==> src/rtl/ram_arbiter_if.sv <==
// ram_arbiter_if: request/ack bundle of the fetch and memory stages plus the RAM bus.
// master = requesters and RAM side, slave = the arbiter.
interface ram_arbiter_if;
   logic        i_req;
   logic [31:0] i_addr;
   logic        i_ack;
   logic [31:0] i_rdata;
   logic        d_req;
   logic        d_we;
   logic [31:0] d_addr;
   logic [31:0] d_wdata;
   logic        d_ack;
   logic [31:0] d_rdata;
   logic [31:0] ram_address;
   logic [31:0] ram_data_in;
   logic        ram_write_enable;
   logic [31:0] ram_data_out;
   logic        busy;
   logic        owner;

   modport master (
      output i_req, i_addr, d_req, d_we, d_addr, d_wdata, ram_data_out,
      input  i_ack, i_rdata, d_ack, d_rdata, ram_address, ram_data_in, ram_write_enable, busy, owner
   );

   modport slave (
      input  i_req, i_addr, d_req, d_we, d_addr, d_wdata, ram_data_out,
      output i_ack, i_rdata, d_ack, d_rdata, ram_address, ram_data_in, ram_write_enable, busy, owner
   );
endinterface

==> src/rtl/ram_arbiter.sv <==
// ram_arbiter: shares the single-ported RAM between instruction fetch and the data port.
// Data has priority; a starve counter forces an instruction grant after STARVE_LIMIT data wins.
module ram_arbiter #(
   parameter int RAM_LATENCY  = 1,
   parameter int STARVE_LIMIT = 4
) (
   input logic          clk,
   input logic          rst,
   ram_arbiter_if.slave bus
);
   typedef enum logic [1:0] {IDLE, ACCESS, DONE} state_t;
   state_t     state;
   logic [3:0] cnt;
   logic [3:0] starve;
   logic       is_write;
   logic       grant_i;

   always_comb grant_i = bus.i_req && (!bus.d_req || starve == 4'(STARVE_LIMIT));

   always_ff @(posedge clk or posedge rst) begin
      if (rst) begin
         state                <= IDLE;
         cnt                  <= '0;
         starve               <= '0;
         is_write             <= 1'b0;
         bus.i_ack            <= 1'b0;
         bus.d_ack            <= 1'b0;
         bus.i_rdata          <= '0;
         bus.d_rdata          <= '0;
         bus.ram_address      <= '0;
         bus.ram_data_in      <= '0;
         bus.ram_write_enable <= 1'b0;
         bus.busy             <= 1'b0;
         bus.owner            <= 1'b0;
      end else begin
         case (state)
            IDLE: begin
               // a data win while instruction waits cannot happen at the limit, so +1 never overflows it
               starve <= (bus.i_req && !grant_i) ? starve + 4'd1 : '0;
               if (bus.i_req || bus.d_req) begin
                  bus.ram_address      <= grant_i ? bus.i_addr : bus.d_addr;
                  if (!grant_i) bus.ram_data_in <= bus.d_wdata;
                  bus.ram_write_enable <= !grant_i && bus.d_we;
                  is_write             <= !grant_i && bus.d_we;
                  bus.owner            <= !grant_i;
                  bus.busy             <= 1'b1;
                  cnt                  <= 4'(RAM_LATENCY - 1);
                  state                <= ACCESS;
               end
            end
            ACCESS: begin
               bus.ram_write_enable <= 1'b0;
               cnt                  <= cnt - 4'd1;
               if (cnt == 4'd0) begin
                  if (!is_write && bus.owner)  bus.d_rdata <= bus.ram_data_out;
                  if (!is_write && !bus.owner) bus.i_rdata <= bus.ram_data_out;
                  bus.i_ack <= !bus.owner;
                  bus.d_ack <= bus.owner;
                  state     <= DONE;
               end
            end
            DONE: begin
               bus.i_ack <= 1'b0;
               bus.d_ack <= 1'b0;
               bus.busy  <= 1'b0;
               state     <= IDLE;
            end
            default: state <= IDLE;
         endcase
      end
   end
endmodule

==> src/flat_wrapper.sv <==
// flat-port wrapper written by rule: the top's interface ports become plain ports
module ram_arbiter_flat 
#(
   parameter int RAM_LATENCY  = 1,
   parameter int STARVE_LIMIT = 4
)
  (clk, rst, bus_i_req, bus_i_addr, bus_d_req, bus_d_we, bus_d_addr, bus_d_wdata, bus_ram_data_out, bus_i_ack, bus_i_rdata, bus_d_ack, bus_d_rdata, bus_ram_address, bus_ram_data_in, bus_ram_write_enable, bus_busy, bus_owner);
  ram_arbiter_if bus_i ();
  input logic clk;
  input logic rst;
  input wire logic [$bits(bus_i.i_req)-1:0] bus_i_req;
  input wire logic [$bits(bus_i.i_addr)-1:0] bus_i_addr;
  input wire logic [$bits(bus_i.d_req)-1:0] bus_d_req;
  input wire logic [$bits(bus_i.d_we)-1:0] bus_d_we;
  input wire logic [$bits(bus_i.d_addr)-1:0] bus_d_addr;
  input wire logic [$bits(bus_i.d_wdata)-1:0] bus_d_wdata;
  input wire logic [$bits(bus_i.ram_data_out)-1:0] bus_ram_data_out;
  output wire logic [$bits(bus_i.i_ack)-1:0] bus_i_ack;
  output wire logic [$bits(bus_i.i_rdata)-1:0] bus_i_rdata;
  output wire logic [$bits(bus_i.d_ack)-1:0] bus_d_ack;
  output wire logic [$bits(bus_i.d_rdata)-1:0] bus_d_rdata;
  output wire logic [$bits(bus_i.ram_address)-1:0] bus_ram_address;
  output wire logic [$bits(bus_i.ram_data_in)-1:0] bus_ram_data_in;
  output wire logic [$bits(bus_i.ram_write_enable)-1:0] bus_ram_write_enable;
  output wire logic [$bits(bus_i.busy)-1:0] bus_busy;
  output wire logic [$bits(bus_i.owner)-1:0] bus_owner;
  assign bus_i.i_req = bus_i_req;
  assign bus_i.i_addr = bus_i_addr;
  assign bus_i.d_req = bus_d_req;
  assign bus_i.d_we = bus_d_we;
  assign bus_i.d_addr = bus_d_addr;
  assign bus_i.d_wdata = bus_d_wdata;
  assign bus_i.ram_data_out = bus_ram_data_out;
  assign bus_i_ack = bus_i.i_ack;
  assign bus_i_rdata = bus_i.i_rdata;
  assign bus_d_ack = bus_i.d_ack;
  assign bus_d_rdata = bus_i.d_rdata;
  assign bus_ram_address = bus_i.ram_address;
  assign bus_ram_data_in = bus_i.ram_data_in;
  assign bus_ram_write_enable = bus_i.ram_write_enable;
  assign bus_busy = bus_i.busy;
  assign bus_owner = bus_i.owner;
  ram_arbiter #(.RAM_LATENCY(RAM_LATENCY), .STARVE_LIMIT(STARVE_LIMIT)) u_core (.clk(clk), .rst(rst), .bus(bus_i));
endmodule
==> config.mk <==
export PLATFORM = sky130hd
export DESIGN_NAME = ram_arbiter_flat
export DESIGN_NICKNAME = d
export VERILOG_FILES = /design/src/rtl/ram_arbiter_if.sv /design/src/rtl/ram_arbiter.sv /design/src/flat_wrapper.sv
export SDC_FILE = /design/constraint.sdc
export NUM_CORES = 1
export LEC_CHECK = 0
export BUFFER_PORTS_ARGS = -buffer_cell sky130_fd_sc_hd__buf_2
export CAP_MARGIN = 10
export CORE_AREA = 5 5 218 135
export DETAILED_ROUTE_END_ITERATION = 8
export DIE_AREA = 0 0 223 140
export SYNTH_ARGS = -nofsm -noshare
export SYNTH_HDL_FRONTEND = slang
export SYNTH_SLANG_ARGS = --single-unit
==> constraint.sdc <==
create_clock -name clk -period 6.6 [get_ports clk]
set_clock_uncertainty 0.05 [all_clocks]
set_input_delay 0.99 -clock clk [delete_from_list [all_inputs] [get_ports clk]]
set_output_delay 0.99 -clock clk [all_outputs]
set_load 0.02 [all_outputs]
==> out/qor.csv, run 1 <==
metric,value,unit
Post-synth ARST share,1.00,
Final TNS setup,0,ns
setup violators final,0,
WHS Path Cells,2,
Placed Instances,1066,
io pins,266,
gate count of the mapped netlist,468,
Worst R2R End,u_core.bus.ram_data_in[1]$_DFFE_PP0P_,
die height,140,um
Critical Path RT,6.85,ns
vias per cell,4.48,
Slew @ Worst Pin,1.12,ns
Post-synth EDFFs,0,
Max Freq,0.333,GHz
TritonCTS Buffers,17,
status,"complete, no violations",
total routed wirelength,18400,um
worst min path class,reg2reg,
top post-synthesis cells by count,"144 x dfrtp_1, 69 x mux2_2, 38 x o21ai_0, 36 x nand3_1, 34 x o211ai_1",
Layout area overhead,36.7,%
RSZ-0062 raised after global routing,no,
Ant. Diodes,0,
crit-path max FO,35,
Starting Density,0.226,
H-tree level count,4,
Area contributors post-synth,"dfrtp_1 59%, mux2_2 13%, mux2_4 6.6%",
hold path endpoint,u_core.bus.busy$_DFFE_PP0P_,
post-synthesis sequential area ratio,0.586,
clk_lat worst skew,0.42,ns
Synth top area share,0.586,
minimum clock period after layout,3.01,ns
fin cells,1098,
vias in the first global route,5193,
"Slew Viols, Final",0,
DIE AREA,0.0312,mm2
kind of critical path,in2reg,
site row count,47,
first-pass GRT wire length,29500,um
I/O Buffers,265,
syn avg cell area,13.1,um2
Tot Pwr,4.54,mW
gr usage total,0.118,
deepest clock path buffer count,2,
Yosys warning count,0,
initial antenna violation count,1,
Netlist cell types,32,
most used flip-flop cell after synthesis,dfrtp_1,
drt pass-1 iters,5,
Yosys reg bits,144,
share of layout cells above drive strength 1,0.558,
"CTS clk-pin slew, worst paths",0.06,ns
DRT iter0 DRCs,228,
post-synthesis cell area,0.00615,mm2
R2R depth,5,
Leak,3.91,nW
Core Region,0.0272,mm2
Fin. Hold Viols,0,
final core area utilization,0.309,
Nets,855,
clk root buf,clkbuf_16,
drt wl/cell,16.8,um
Yosys top cell by area,dfrtp_1,
total vias in the final route,4915,
post-CTS setup buffer count,0,
clk sinks,144,
kind of start point of the critical path,input port,
Final ANT Viol Nets,0,
RR Startpoint,u_core.starve[0]$_DFFE_PP0N_,
Die W,223,um
critical path arrival,3.26,ns
final routed DRC violation total,0,
DP HPWL,12900,um
Worst slew margin,0.252,
CTS tree,built,
Worst VDD drop,0.242,mV
largest net degree at the start of global routing,93,
crit end category,register,
top-count cell post-synth,dfrtp_1,
hold-fix buffers at CTS,0,
R2R setup slack,3.63,ns
final global-route overflow total,0,
HP Start,u_core.bus.busy$_DFFE_PP0P_,
Synthesized Nets,605,
CTS resizes,0,
placer congestion estimate,0.813,
P per Cell Area,540,mW/mm2
Max Cap Viol,0,
final worst-path cycle share,0.455,
-- registers in the layout, summed over array words and instances, names as in the netlist, 2 cells and up --
signal and flops:
u_core.bus.d_rdata 32, u_core.bus.i_rdata 32, u_core.bus.ram_address 32, u_core.bus.ram_data_in 32, u_core.cnt 4, u_core.starve 4, u_core.state 2
-- layer usage --
| metal | vias up | wire (um) | part of all wire | track usage |
|---|---|---|---|---|
| met3 | 13 | 1740 | 0.095 | 0.0554 |
| met1 | 2438 | 8170 | 0.44 | 0.153 |
| li1 | 2226 | - | - | - |
| met2 | 236 | 8330 | 0.45 | 0.181 |
| met5 | - | 13 | 0.00071 | 0 |
| met4 | 2 | 163 | 0.0089 | 0.0264 |
-- worst max path at each step --
stage,slack [ns],endpoint,startpoint
finish,3.59,u_core.bus.ram_data_in[1]$_DFFE_PP0P_,bus_i_req
global route,3.43,u_core.bus.ram_data_in[1]$_DFFE_PP0P_,u_core.starve[0]$_DFFE_PP0N_
CTS,3.62,u_core.bus.ram_data_in[1]$_DFFE_PP0P_,u_core.starve[0]$_DFFE_PP0N_
detailed placement,3.17,u_core.bus.ram_data_in[1]$_DFFE_PP0P_,bus_i_req
global placement,3.17,u_core.bus.ram_data_in[2]$_DFFE_PP0P_,bus_i_req
floorplan,1.69,u_core.bus.busy$_DFFE_PP0P_,rst
-- cell usage in the layout, fill, tap and decap left out, drive strengths merged, types with 2 or more instances in the layout --
master / instances
o211ai: 34
clkinv: 3
and3: 2
dfrtp: 144
nand2: 11
buf: 269
nand4b: 2
bufinv: 2
inv: 7
nand2b: 2
ha: 4
or2: 2
nand3: 36
o311ai: 2
o21ai: 38
nand4: 33
clkinvlp: 4
mux2i: 3
mux2: 96
nor2: 3
clkbuf: 23
-- where the power goes --
group | total (mW) | internal (mW) | switching [mW]
Combinational | 2.00 | 0.816 | 1.18
Clock | 0.983 | 0.605 | 0.378
Sequential | 1.55 | 1.32 | 0.233
-- cells by family after synthesis --
kind of cell	Yosys count	synth area share
AO/OA/AOI/OAI	80	0.0837
adder cells (fa/ha/maj)	4	0.00814
buffers and inverters	45	0.0346
AND/OR/NAND/NOR	96	0.0900
multiplexers	99	0.197
flip-flops	144	0.586
-- layout make-up --
class / count / area [um2]
fill: 2801 / 18800
sequential: 144 / 3600
multi-input combinational: 279 / 2350
timing repair buffer: 269 / 1360
clock buffer: 23 / 498
tap: 367 / 459
clock inverter: 9 / 105
inverter: 7 / 31.3
-- per-stage QoR --
stage	hold WS, ns	cell area [um2]	setup WS [ns]
final	0.441	8400	3.59
after global routing	0.465	8400	3.43
after CTS	0.451	8400	3.62
after detailed placement	0.438	7800	3.17
after global placement	0.431	7800	3.17
after floorplan	0.434	6150	1.69
-- worst max-delay path, stage by stage --
cell,delay (ns)
buf_2,0.13
nand4b_2,0.70
and3_2,0.94
mux2_4,0.46
No activity file was read; power rests on OpenSTA's default activity.
==> inputs of run 2 (changes only) <==
clock period = 3.15 ns   (was 6.6 ns; I/O delays follow)
==> out/qor.csv, run 2 (same netlist as run 1, synthesis figures left out) <==
metric,value,unit,change
minimum clock period after layout,2.06,ns,
clk_lat worst skew,0.43,ns,about the same
Starting Density,0.226,,unchanged
crit-path max FO,35,,unchanged
worst min path class,in2reg,,
TritonCTS Buffers,17,,unchanged
drt pass-1 iters,4,,-1
kind of start point of the critical path,register,,
I/O Buffers,265,,unchanged
critical path arrival,2.32,ns,-0.94 ns
CTS tree,built,,
final core area utilization,0.313,,+0.00424
H-tree level count,4,,unchanged
Final ANT Viol Nets,0,,unchanged
share of layout cells above drive strength 1,0.560,,+0.00208
Final TNS setup,0,ns,unchanged
largest net degree at the start of global routing,70,,-25%
Slew @ Worst Pin,0.771,ns,-0.352 ns
Max Freq,0.485,GHz,
die height,140,um,unchanged
sw frac,0.395,,-0.000608
total vias in the final route,4920,,+0.10%
hold-fix buffers at CTS,1,,+1
Comb pwr share,0.435,,-0.006
Worst VDD drop,0.441,mV,+82%
vias per cell,4.44,,-0.71%
"Slew Viols, Final",0,,unchanged
DRT iter0 DRCs,275,,+21%
post-CTS setup buffer count,0,,unchanged
clk root buf,clkbuf_16,,
Layout area overhead,38.5,%,
final worst-path cycle share,0.654,,
drt wl/cell,17.0,um,+1.5%
RSZ-0062 raised after global routing,no,,
crit end category,register,,
first-pass GRT wire length,29700,um,+0.77%
site row count,47,,unchanged
initial antenna violation count,1,,unchanged
io pins,266,,unchanged
gr usage total,0.120,,+0.00229
Nets,863,,+0.94%
total routed wirelength,18800,um,+2.3%
DP HPWL,13300,um,+3.6%
Fin. Hold Viols,0,,unchanged
Leak,3.96,nW,+1.3%
kind of critical path,reg2reg,,
P_int,5.83,mW,+110%
P_sw,3.81,mW,+110%
clk sinks,144,,unchanged
Worst slew margin,0.486,,+0.235
DIE AREA,0.0312,mm2,unchanged
CTS resizes,0,,unchanged
setup violators final,0,,unchanged
final global-route overflow total,0,,unchanged
status,"complete, no violations",,
area of the multi-input gates,0.00235,mm2,unchanged
clock power share,0.227,,+0.010
"CTS clk-pin slew, worst paths",0.07,ns,about the same
most frequent cells in the layout,"265 x buf_2, 144 x dfrtp_1, 69 x mux2_2, 38 x o21ai_0, 35 x nand3_1",,
P per Cell Area,1130,mW/mm2,+110%
final routed DRC violation total,0,,unchanged
"most common cell after layout, fill and taps aside",buf_2,,
Core Region,0.0272,mm2,unchanged
Die W,223,um,unchanged
vias in the first global route,5250,,+1.1%
Max Cap Viol,0,,unchanged
fill cell total of the finished layout,2787,,-0.50%
Register Area,0.00360,mm2,unchanged
Critical Path RT,3.41,ns,-3.44 ns
placer congestion estimate,0.764,,-6.0%
Reg power frac,0.338,,-0.005
deepest clock path buffer count,2,,unchanged
## run 2: cell count changes in the layout (fill, tap and decap cells not counted), moves of 2 or more
cell,delta
clkbuf_8,-4
buf_12,+2
clkinv_2,-2
clkinv_4,+2
buf_4,+5
bufinv_16,+2
## run 2: worst paths after layout
check	startpoint	to	slack, ns	cells past startpoint
worst max-delay path	u_core.starve[0]$_DFFE_PP0N_	u_core.bus.ram_data_in[26]$_DFFE_PP0P_	1.09	6
worst min-delay path	bus_d_wdata[14]	u_core.bus.ram_data_in[14]$_DFFE_PP0P_	0.22	2
worst max register to register	u_core.starve[0]$_DFFE_PP0N_	u_core.bus.ram_data_in[26]$_DFFE_PP0P_	1.09	6
worst min register to register	u_core.bus.busy$_DFFE_PP0P_	u_core.bus.busy$_DFFE_PP0P_	0.43	2
max in group asynchronous	rst	u_core.bus.ram_data_in[16]$_DFFE_PP0P_	1.88	4
min in group asynchronous	rst	u_core.bus.d_rdata[27]$_DFFE_PP0P_	0.47	3
## run 2: area by class of cell
| type | count | area share |
|---|---|---|
| Antenna cell | 1 | 0.000294 |
| Inverter | 7 | 0.00353 |
| Multi-Input combinational cell | 279 | 0.276 |
| Clock buffer | 20 | 0.0525 |
| Timing Repair Buffer | 277 | 0.170 |
| Clock inverter | 12 | 0.0215 |
| Sequential cell | 144 | 0.423 |
| Tap cell | 367 | 0.0539 |
## run 2: per-stage QoR
step           instance area (um2)  total power [mW]  hold WS [ns]  worst slack (ns)  instances
3_3_place_gp                  7870              7.46         0.361              1.04       1073
3_5_place_dp                  7870              7.55         0.360             0.981       1073
4_1_cts                       8510              9.80         0.174              1.08       1106
2_1_floorplan                 6150              6.06         0.434             0.822        468
6_report                      8510              9.64         0.218              1.09       1107
5_1_grt                       8510              10.2         0.197             0.966       1107
## run 2: power by group through the flow
stage,Clock (mW),Combinational [mW],Sequential [mW]
after detailed placement,0,4.27,3.28
after CTS,2.27,4.27,3.26
final,2.19,4.19,3.26
after floorplan,0,1.76,4.30
after global placement,0,4.18,3.28
after global routing,2.33,4.53,3.39
## run 2: metal layers
layer / global-route usage / vias to the layer above / wire (um)
li1: - / 2254 / -
met1: 0.158 / 2427 / 8670
met2: 0.183 / 214 / 8220
met3: 0.0393 / 25 / 1500
met4: 0.0528 / 0 / 450
met5: 0 / - / 0
## run 2: critical path, cell delays in order (launching register included)
cell,delay (ns)
dfrtp_1,0.40
inv_1,0.06
ha_1,0.22
nand4b_2,0.10
and3_2,0.18
buf_4,0.49
mux2_2,0.41
